## config.mk

```make
export PLATFORM = sky130hd
export DESIGN_NAME = f_fetch_unit
export DESIGN_NICKNAME = d
export VERILOG_FILES = /design/src/rtl/mips_defs.sv /design/src/rtl/f_npc_sel.sv /design/src/rtl/f_fetch_unit.sv
export SDC_FILE = /design/constraint.sdc
export NUM_CORES = 1
export LEC_CHECK = 0
export BUFFER_PORTS_ARGS = -buffer_cell sky130_fd_sc_hd__buf_2
export CELL_PAD_IN_SITES_DETAIL_PLACEMENT = 1
export CELL_PAD_IN_SITES_GLOBAL_PLACEMENT = 1
export CORE_UTILIZATION = 33
export CTS_BUF_LIST = sky130_fd_sc_hd__clkbuf_8 sky130_fd_sc_hd__clkbuf_16
export DETAILED_ROUTE_END_ITERATION = 16
export PLACE_DENSITY_LB_ADDON = 0.1
export SETUP_SLACK_MARGIN = 0.02
export SLEW_MARGIN = 15
export SYNTH_ARGS = -nofsm -noshare
export SYNTH_HDL_FRONTEND = slang
export SYNTH_HIERARCHICAL = 1
export SYNTH_SLANG_ARGS = --single-unit
```

## constraint.sdc

```tcl
create_clock -name clk -period 3.03 [get_ports clk]
set_input_delay 0.303 -clock clk [delete_from_list [all_inputs] [get_ports clk]]
set_output_delay 0.303 -clock clk [all_outputs]
set_load 0.05 [all_outputs]
```

## src/rtl/mips_defs.sv

```systemverilog
// Shared MIPS definitions: exception codes, reset/handler PCs and the
// instruction-memory address window used by the fetch stage.
package mips_defs;

    // Exception codes reported through the pipeline to CP0
    localparam logic [4:0] EXC_INT  = 5'd0;
    localparam logic [4:0] EXC_ADEL = 5'd4;
    localparam logic [4:0] EXC_ADES = 5'd5;
    localparam logic [4:0] EXC_RI   = 5'd10;
    localparam logic [4:0] EXC_OV   = 5'd12;

    // Program-counter landmarks
    localparam logic [31:0] PC_RESET  = 32'h0000_3000;
    localparam logic [31:0] EXC_ENTRY = 32'h0000_4180;

    // Legal instruction-fetch window (inclusive, word addresses)
    localparam logic [31:0] IM_LO = 32'h0000_3000;
    localparam logic [31:0] IM_HI = 32'h0000_6FFC;

endpackage

```

## src/rtl/f_npc_sel.sv

```systemverilog
// Next-PC priority mux for the fetch stage. Reset is applied by the PC
// register itself; this block covers everything below it in priority:
// exception entry, stall hold, eret, branch/jump redirect, sequential.
module f_npc_sel
    import mips_defs::*;
#(
    parameter logic [31:0] ENTRY_PC = EXC_ENTRY
) (
    input  logic [31:0] i_pc,
    input  logic        i_req,
    input  logic        i_stall,
    input  logic        i_eret,
    input  logic [31:0] i_epc,
    input  logic        i_redirect,
    input  logic [31:0] i_redirect_pc,
    output logic [31:0] o_npc
);

    logic [31:0] w_seq_pc;

    // Sequential successor wraps naturally at 2^32; an out-of-window result
    // is caught by the address check on the following fetch.
    assign w_seq_pc = i_pc + 32'd4;

    // First matching source wins; exception entry must beat a stall so a
    // taken interrupt is never delayed by a hazard.
    always_comb begin
        o_npc = w_seq_pc;
        if (i_req) begin
            o_npc = ENTRY_PC;
        end else if (i_stall) begin
            o_npc = i_pc;
        end else if (i_eret) begin
            o_npc = i_epc;
        end else if (i_redirect) begin
            o_npc = i_redirect_pc;
        end
    end

endmodule

```

## src/rtl/f_fetch_unit.sv

```systemverilog
// Fetch stage: owns the architectural PC, drives the instruction-memory
// address and builds the {instr, pc, EXcode, delay} bundle for the F/D
// register. Fetch-address errors and the eret wrong-path kill are resolved
// combinationally on the current PC.
module f_fetch_unit #(
    parameter logic [31:0] PC_RESET  = mips_defs::PC_RESET,
    parameter logic [31:0] EXC_ENTRY = mips_defs::EXC_ENTRY,
    parameter logic [31:0] IM_LO     = mips_defs::IM_LO,
    parameter logic [31:0] IM_HI     = mips_defs::IM_HI,
    parameter logic [4:0]  EXC_ADEL  = mips_defs::EXC_ADEL
) (
    input  logic        clk,
    input  logic        reset,
    input  logic        stall,
    input  logic        req,
    input  logic        eret,
    input  logic [31:0] epc,
    input  logic        redirect,
    input  logic [31:0] redirect_pc,
    input  logic        d_is_bj,
    input  logic [31:0] im_rdata,
    output logic [31:0] im_addr,
    output logic [31:0] pc_out,
    output logic [31:0] instr_out,
    output logic [4:0]  EXcode_out,
    output logic        delay_out
);

    logic [31:0] r_pc;
    logic [31:0] w_npc;
    logic        w_adel;
    logic        w_squash;

    f_npc_sel #(
        .ENTRY_PC (EXC_ENTRY)
    ) u_npc_sel (
        .i_pc          (r_pc),
        .i_req         (req),
        .i_stall       (stall),
        .i_eret        (eret),
        .i_epc         (epc),
        .i_redirect    (redirect),
        .i_redirect_pc (redirect_pc),
        .o_npc         (w_npc)
    );

    // PC register: reset overrides every other next-PC source
    always_ff @(posedge clk) begin
        if (reset) begin
            r_pc <= PC_RESET;
        end else begin
            r_pc <= w_npc;
        end
    end

    // Misaligned or outside the instruction window
    assign w_adel = (r_pc[1:0] != 2'b00) || (r_pc < IM_LO) || (r_pc > IM_HI);

    // eret has no delay slot: the instruction fetched alongside it is on the
    // wrong path and must vanish, including any exception it would raise.
    // Under a stall the eret is still pending, so nothing is killed yet.
    assign w_squash = eret && !stall;

    // The PC is always reported as-is so CP0 captures the right EPC even
    // for a faulting or killed fetch.
    assign pc_out  = r_pc;
    assign im_addr = r_pc;

    // The delay-slot flag never applies to the slot after an eret
    assign delay_out = d_is_bj && !eret;

    // Instruction/exception bundle: killed fetch > address error > memory data
    always_comb begin
        instr_out  = im_rdata;
        EXcode_out = 5'd0;
        if (w_squash) begin
            instr_out  = 32'h0;
            EXcode_out = 5'd0;
        end else if (w_adel) begin
            instr_out  = 32'h0;
            EXcode_out = EXC_ADEL;
        end
    end

endmodule

```

==> results of run 1 <==
placed cells by master (no fill, tap or decap), drive strengths merged, types with 13 or more instances in the layout:
cell,instances
nor3,46
nor2,20
nand2,63
nor2b,32
o21ai,29
a21oi,28
nand3,18
buf,209
dfxtp,32
nand4,13
final cells by class:
class                   count  area, um^2  share of cell area (%)
multi-input cells         370        2410                    54.3
repair buffers            209        1070                    24.1
flip-flops and latches     32         641                    14.4
well taps                 136         170                    3.83
clock buffers               7        96.3                    2.17
clock inverters             1        30.0                   0.676
inverters                   6        22.5                   0.507
worst min-delay path: cells and delay by family:
family          cells  cell delay, ns
compound gates      2            0.14
buf+inv             1            0.08
simple gates        1            0.10
routing by layer:
| metal | share of wire, % | track usage, % | vias to the layer above |
|---|---|---|---|
| li1 | - | - | 1995 |
| met3 | 5.6 | 4.54 | 13 |
| met1 | 45 | 33.5 | 2019 |
| met4 | 0.77 | 5.95 | 0 |
| met5 | 0 | 0 | - |
| met2 | 48 | 42.8 | 141 |
worst max path at each step:
stage	from	depth (start not counted)	endpoint
after floorplan	im_addr[14]$_SDFF_PP0_	3	instr_out[0]
after global routing	im_addr[12]$_SDFF_PP1_	5	instr_out[31]
after detailed placement	im_addr[12]$_SDFF_PP1_	5	instr_out[31]
final	im_addr[12]$_SDFF_PP1_	5	instr_out[31]
after global placement	im_addr[12]$_SDFF_PP1_	5	instr_out[0]
after CTS	im_addr[12]$_SDFF_PP1_	5	instr_out[31]
kinds of logic (layout without fill, tap and decap cells):
kind of cell | count (synthesis) | after routing
simple gates | 227 | 227
buf+inv | 79 | 223
compound gates | 121 | 121
fa+ha+maj | 1 | 1
other cells | 1 | 4
flops | 32 | 32
mux | 9 | 9
xor+xnor | 8 | 8
power groups by stage:
stage	Clock, mW	Sequential, mW	Combinational (mW)
floorplan	0	0.555	0.460
global placement	0	0.500	0.649
detailed placement	0	0.502	0.658
CTS	0.486	0.492	0.660
global route	0.506	0.498	0.701
finish	0.476	0.492	0.657
per-stage QoR:
stage | worst slack, ns | util, % | cells | total power, mW | hold WS, ns
6_report | 0.409 | 42.6 | 761 | 1.63 | 0.366
5_1_grt | 0.236 | 42.6 | 761 | 1.71 | 0.395
4_1_cts | 0.397 | 42.6 | 761 | 1.64 | 0.360
3_5_place_dp | 0.723 | 41.4 | 753 | 1.16 | 0.667
3_3_place_gp | 0.791 | 41.4 | 753 | 1.15 | 0.643
2_1_floorplan | 0.418 | - | 481 | 1.01 | 0.375
==> impl_metrics.env, run 1 <==
export IMPL_status="complete, no violations"
export IMPL_io_buffers=200
export IMPL_synth_cell_types=64
export IMPL_synthMuxAreaShare_pct=2.52
export IMPL_crit_path_end_kind="output port"
export IMPL_fill_cells=1406
export IMPL_fmax_mhz=382
export IMPL_netlist_top_cells_count="nand2_1, buf_4, dfxtp_1, nor2b_1, nor3_2"
export IMPL_clock_sinks=32
export IMPL_vias=4168
export IMPL_combPwrFrac_pct=40.4
export IMPL_synthFlopType="dfxtp_1"
export IMPL_num_rows=37
export IMPL_min_to="im_addr[18]$_SDFF_PP0_"
export IMPL_p_int_uw=923
export IMPL_hold_path_depth=4
export IMPL_setup_viol_count_final=0
export IMPL_drt_initial_drc_count=178
export IMPL_ant_nets=0
export IMPL_cts_buffers=5
export IMPL_clk_pin_slew_ns=0.07
export IMPL_synth_edff_count=0
export IMPL_first_global_vias=4190
export IMPL_via_per_inst=5.48
export IMPL_diodes=0
export IMPL_r2r_start="im_addr[2]$_SDFF_PP0_"
export IMPL_maxCapViolations=0
export IMPL_p_sw_uw=702
export IMPL_synth_xor_area_share_pct=1.96
export IMPL_layout_min_cycle_time_ns=2.62
export IMPL_synthSimpleGateAreaFrac_pct=39.2
export IMPL_slowest_delay_ns=0.53
export IMPL_cts_setup_buffers=0
export IMPL_cp_top_family="compound AO/OA/AOI/OAI gates"
export IMPL_grt_total_usage_pct=25.4
export IMPL_largest_reg_flops=32
export IMPL_seqPwrFrac_pct=30.3
export IMPL_die_h_um=106
export IMPL_crit_chain="a21boi_0, o211ai_4, buf_4, nor3_1, buf_2"
export IMPL_timing_final_crit_share_pct=86.5
export IMPL_rr_endpoint="im_addr[18]$_SDFF_PP0_"
export IMPL_cts_hold_buf=0
export IMPL_drv_slew=0
export IMPL_async_flop_share_pct=0
export IMPL_clock_latency_ns=0.30
export IMPL_ys_seq_area_share_pct=17.9
export IMPL_p_clk_share_pct=29.3
export IMPL_h_tree_depth=2
export IMPL_p_per_area_nw_per_um2=366
export IMPL_start_kind="flop"
export IMPL_cts_root_buf="clkbuf_8"
export IMPL_io_pins=205
export IMPL_synth_compound_area_share_pct=22.9
export IMPL_synth_fa_ha_area_share_pct=0.351
export IMPL_die_width_um=106
export IMPL_r2r_setup_slack_ns=0.79
export IMPL_drive_above_1_share_pct=43.5
export IMPL_place_area_um2=4310
export IMPL_cp_data_arrival_time_ns=2.32
export IMPL_post_cts_resized=0
export IMPL_layout_nets=728
export IMPL_clock_path_buffers=2
export IMPL_critical_path_class="reg2out"
export IMPL_cp_num_buf_inv=2
export IMPL_antenna_found_initial=0
export IMPL_worstMarginPinSlew_ns=0.701
export IMPL_r2r_cells=8
export IMPL_area_growth_pct=24.4
export IMPL_routed_wl_um=14200
export IMPL_grt_first_pass_wirelength_um=22700
export IMPL_synth_top_area_share_pct=17.9
export IMPL_wire_per_inst_um=18.6
export IMPL_ys_seq_elements=32
export IMPL_stdcell_area_um2=4440
export IMPL_yosysMostFrequentCell="nand2_1"
export IMPL_dp_hpwl_um=10400
export IMPL_synth_top_family_by_area="simple AND/OR/NAND/NOR gates"
export IMPL_vdd_ir_drop_worst_v=0.000154
export IMPL_critical_path_slowest_cell="dfxtp_1"
export IMPL_finalClockSkew_ns=0.0137
export IMPL_slew_headroom_pct=53.3
export IMPL_syn_area_um2=3570
export IMPL_worst_path_max_fanout=22
export IMPL_dr_pass1_iters=4
export IMPL_finalHoldViolCount=0
export IMPL_hold_path_startpoint="redirect_pc[18]"
export IMPL_netlist_instances=478
export IMPL_core_region_area_um2=10400
export IMPL_overflow=0
export IMPL_yosys_top_cells_area="dfxtp_1, nor3_2, buf_4"
export IMPL_grt_max_degree=38
export IMPL_synth_largest_area_cell="dfxtp_1"
export IMPL_fin_tns_setup_ns=0
export IMPL_die_area_um2=11200
export IMPL_yosysWarnings=6
export IMPL_rsz0062_at_grt="no"
export IMPL_start_util_pct=34.3
export IMPL_required_ns=2.73
export IMPL_hp_class="in2reg"
export IMPL_sw_frac_of_total_pct=43.2
export IMPL_avgSynthCellArea_um2=7.47
export IMPL_drc=0
export IMPL_gp_congestion=0.803
export IMPL_leakagePower_nw=2.03
export IMPL_cts_tree="yes"
(Power assumes the default switching activity.)
==> run 2: changes to the inputs <==
Settings changed: REMOVE_ABC_BUFFERS set to 1.
==> impl_metrics.env, run 2 (synthesis gave the netlist of run 1 again) <==
export IMPL_largest_reg_flops=32
export IMPL_sw_frac_of_total_pct=46.6
export IMPL_drv_slew=0
export IMPL_diodes=0
export IMPL_critical_path_class="reg2out"
export IMPL_crit_path_end_kind="output port"
export IMPL_fmax_mhz=405
export IMPL_h_tree_depth=2
export IMPL_rr_endpoint="im_addr[30]$_SDFF_PP0_"
export IMPL_ant_nets=0
export IMPL_cts_hold_buf=0
export IMPL_vias=4160
export IMPL_slew_headroom_pct=54.4
export IMPL_wire_per_inst_um=18.1
export IMPL_layout_min_cycle_time_ns=2.47
export IMPL_p_per_area_nw_per_um2=335
export IMPL_die_h_um=106
export IMPL_hold_path_depth=4
export IMPL_setup_viol_count_final=0
export IMPL_antenna_found_initial=0
export IMPL_status="complete, no violations"
export IMPL_maxCapViolations=0
export IMPL_post_cts_resized=0
export IMPL_combPwrFrac_pct=44.6
export IMPL_die_width_um=106
export IMPL_leakagePower_nw=2.01
export IMPL_drt_initial_drc_count=191
export IMPL_r2r_cells=7
export IMPL_num_rows=37
export IMPL_grt_total_usage_pct=24.2
export IMPL_hp_class="in2reg"
export IMPL_rsz0062_at_grt="no"
export IMPL_dr_pass1_iters=4
export IMPL_layout_common_cells="buf_2, nand2_1, nor2b_1, dfxtp_1, nor3_2"
export IMPL_vdd_ir_drop_worst_v=0.000139
export IMPL_required_ns=2.73
export IMPL_overflow=0
export IMPL_worstMarginPinSlew_ns=0.683
export IMPL_routed_wl_um=13800
export IMPL_core_region_area_um2=10400
export IMPL_clock_sinks=32
export IMPL_cts_tree="yes"
export IMPL_cts_buffers=5
export IMPL_r2r_setup_slack_ns=0.93
export IMPL_cp_data_arrival_time_ns=2.17
export IMPL_min_to="im_addr[18]$_SDFF_PP0_"
export IMPL_seqPwrFrac_pct=33.3
export IMPL_clk_pin_slew_ns=0.08
export IMPL_gp_congestion=0.815
export IMPL_start_util_pct=34.3
export IMPL_stdcell_area_um2=4410
export IMPL_via_per_inst=5.46
export IMPL_cts_root_buf="clkbuf_8"
export IMPL_cts_setup_buffers=0
export IMPL_worst_path_max_fanout=33
export IMPL_timing_final_crit_share_pct=81.6
export IMPL_p_int_uw=789
export IMPL_layout_cells_most_common="buf_2"
export IMPL_drive_above_1_share_pct=43.6
export IMPL_start_kind="flop"
export IMPL_finalClockSkew_ns=0.0100
export IMPL_dp_hpwl_um=10500
export IMPL_area_growth_pct=23.5
export IMPL_p_clk_share_pct=22.1
export IMPL_finalHoldViolCount=0
export IMPL_grt_first_pass_wirelength_um=21700
export IMPL_place_inst=755
export IMPL_final_cell_count_no_fill=762
export IMPL_die_area_um2=11200
export IMPL_clock_path_buffers=2
export IMPL_io_buffers=200
export IMPL_hold_path_startpoint="redirect_pc[18]"
export IMPL_layout_nets=730
export IMPL_multi_input_area_um2=2410
export IMPL_drc=0
export IMPL_place_area_um2=4330
export IMPL_first_global_vias=4121
export IMPL_seq_area_um2=641
export IMPL_grt_max_degree=38
export IMPL_io_pins=205
export IMPL_clock_latency_ns=0.28
export IMPL_p_sw_uw=688
export IMPL_fill_cells=1372
export IMPL_r2r_start="im_addr[2]$_SDFF_PP0_"
[run 2: cell types whose count changed in the layout (fill, tap and decap cells not counted), sizes merged]
cell | before | now
buf | 209 | 211
clkbuf | 7 | 5
bufinv | 1 | 0
clkinv | 1 | 2
clkinvlp | 0 | 1
[run 2: how the worst max path moves through the flow]
| stage | startpoint | end | slack [ns] | depth (start not counted) |
|---|---|---|---|---|
| 2_1_floorplan | im_addr[14]$_SDFF_PP0_ | instr_out[0] | -0.57 | 3 |
| 3_3_place_gp | im_addr[14]$_SDFF_PP0_ | instr_out[14] | 0.85 | 5 |
| 3_5_place_dp | im_addr[14]$_SDFF_PP0_ | instr_out[14] | 0.85 | 5 |
| 4_1_cts | im_addr[12]$_SDFF_PP1_ | EXcode_out[2] | 0.53 | 5 |
| 5_1_grt | im_addr[12]$_SDFF_PP1_ | EXcode_out[2] | 0.39 | 5 |
| 6_report | im_addr[12]$_SDFF_PP1_ | EXcode_out[2] | 0.56 | 5 |
[run 2: layer usage]
layer	track usage [%]	share of wire (%)
met1	31.4	44
met2	42.2	49
met3	3.74	5.7
met4	4.86	0.98
met5	0	0
[run 2: final cells by class]
type / count / area share (%)
sequential: 32 / 14.5
timing repair buffer: 211 / 24.6
tap: 136 / 3.86
clock inverter: 2 / 0.284
clock buffer: 5 / 1.56
inverter: 6 / 0.511
multi-input combinational: 370 / 54.7
[run 2: critical path: stages, from the launching register on]
cell and delay (ns):
dfxtp_1 0.54, a21boi_0 0.24, o211ai_4 0.21, buf_4 0.45
o21a_1 0.17, buf_2 0.25
[run 2: power groups by stage]
| stage | combinational [mW] | sequential [mW] | clock, mW |
|---|---|---|---|
| global placement | 0.653 | 0.499 | 0 |
| CTS | 0.664 | 0.492 | 0.338 |
| finish | 0.658 | 0.492 | 0.327 |
| detailed placement | 0.662 | 0.501 | 0 |
| floorplan | 0.290 | 0.627 | 0 |
| global route | 0.703 | 0.497 | 0.360 |
[run 2: metrics by stage]
stage	hold slack [ns]	util [%]	setup TNS, ns	setup slack (ns)	power, mW
4_1_cts	0.389	42.3	0	0.528	1.49
3_5_place_dp	0.654	41.5	0	0.850	1.16
5_1_grt	0.413	42.3	0	0.388	1.56
2_1_floorplan	0.375	-	-8.96	-0.571	0.917
6_report	0.391	42.3	0	0.558	1.48
3_3_place_gp	0.642	41.5	0	0.851	1.15
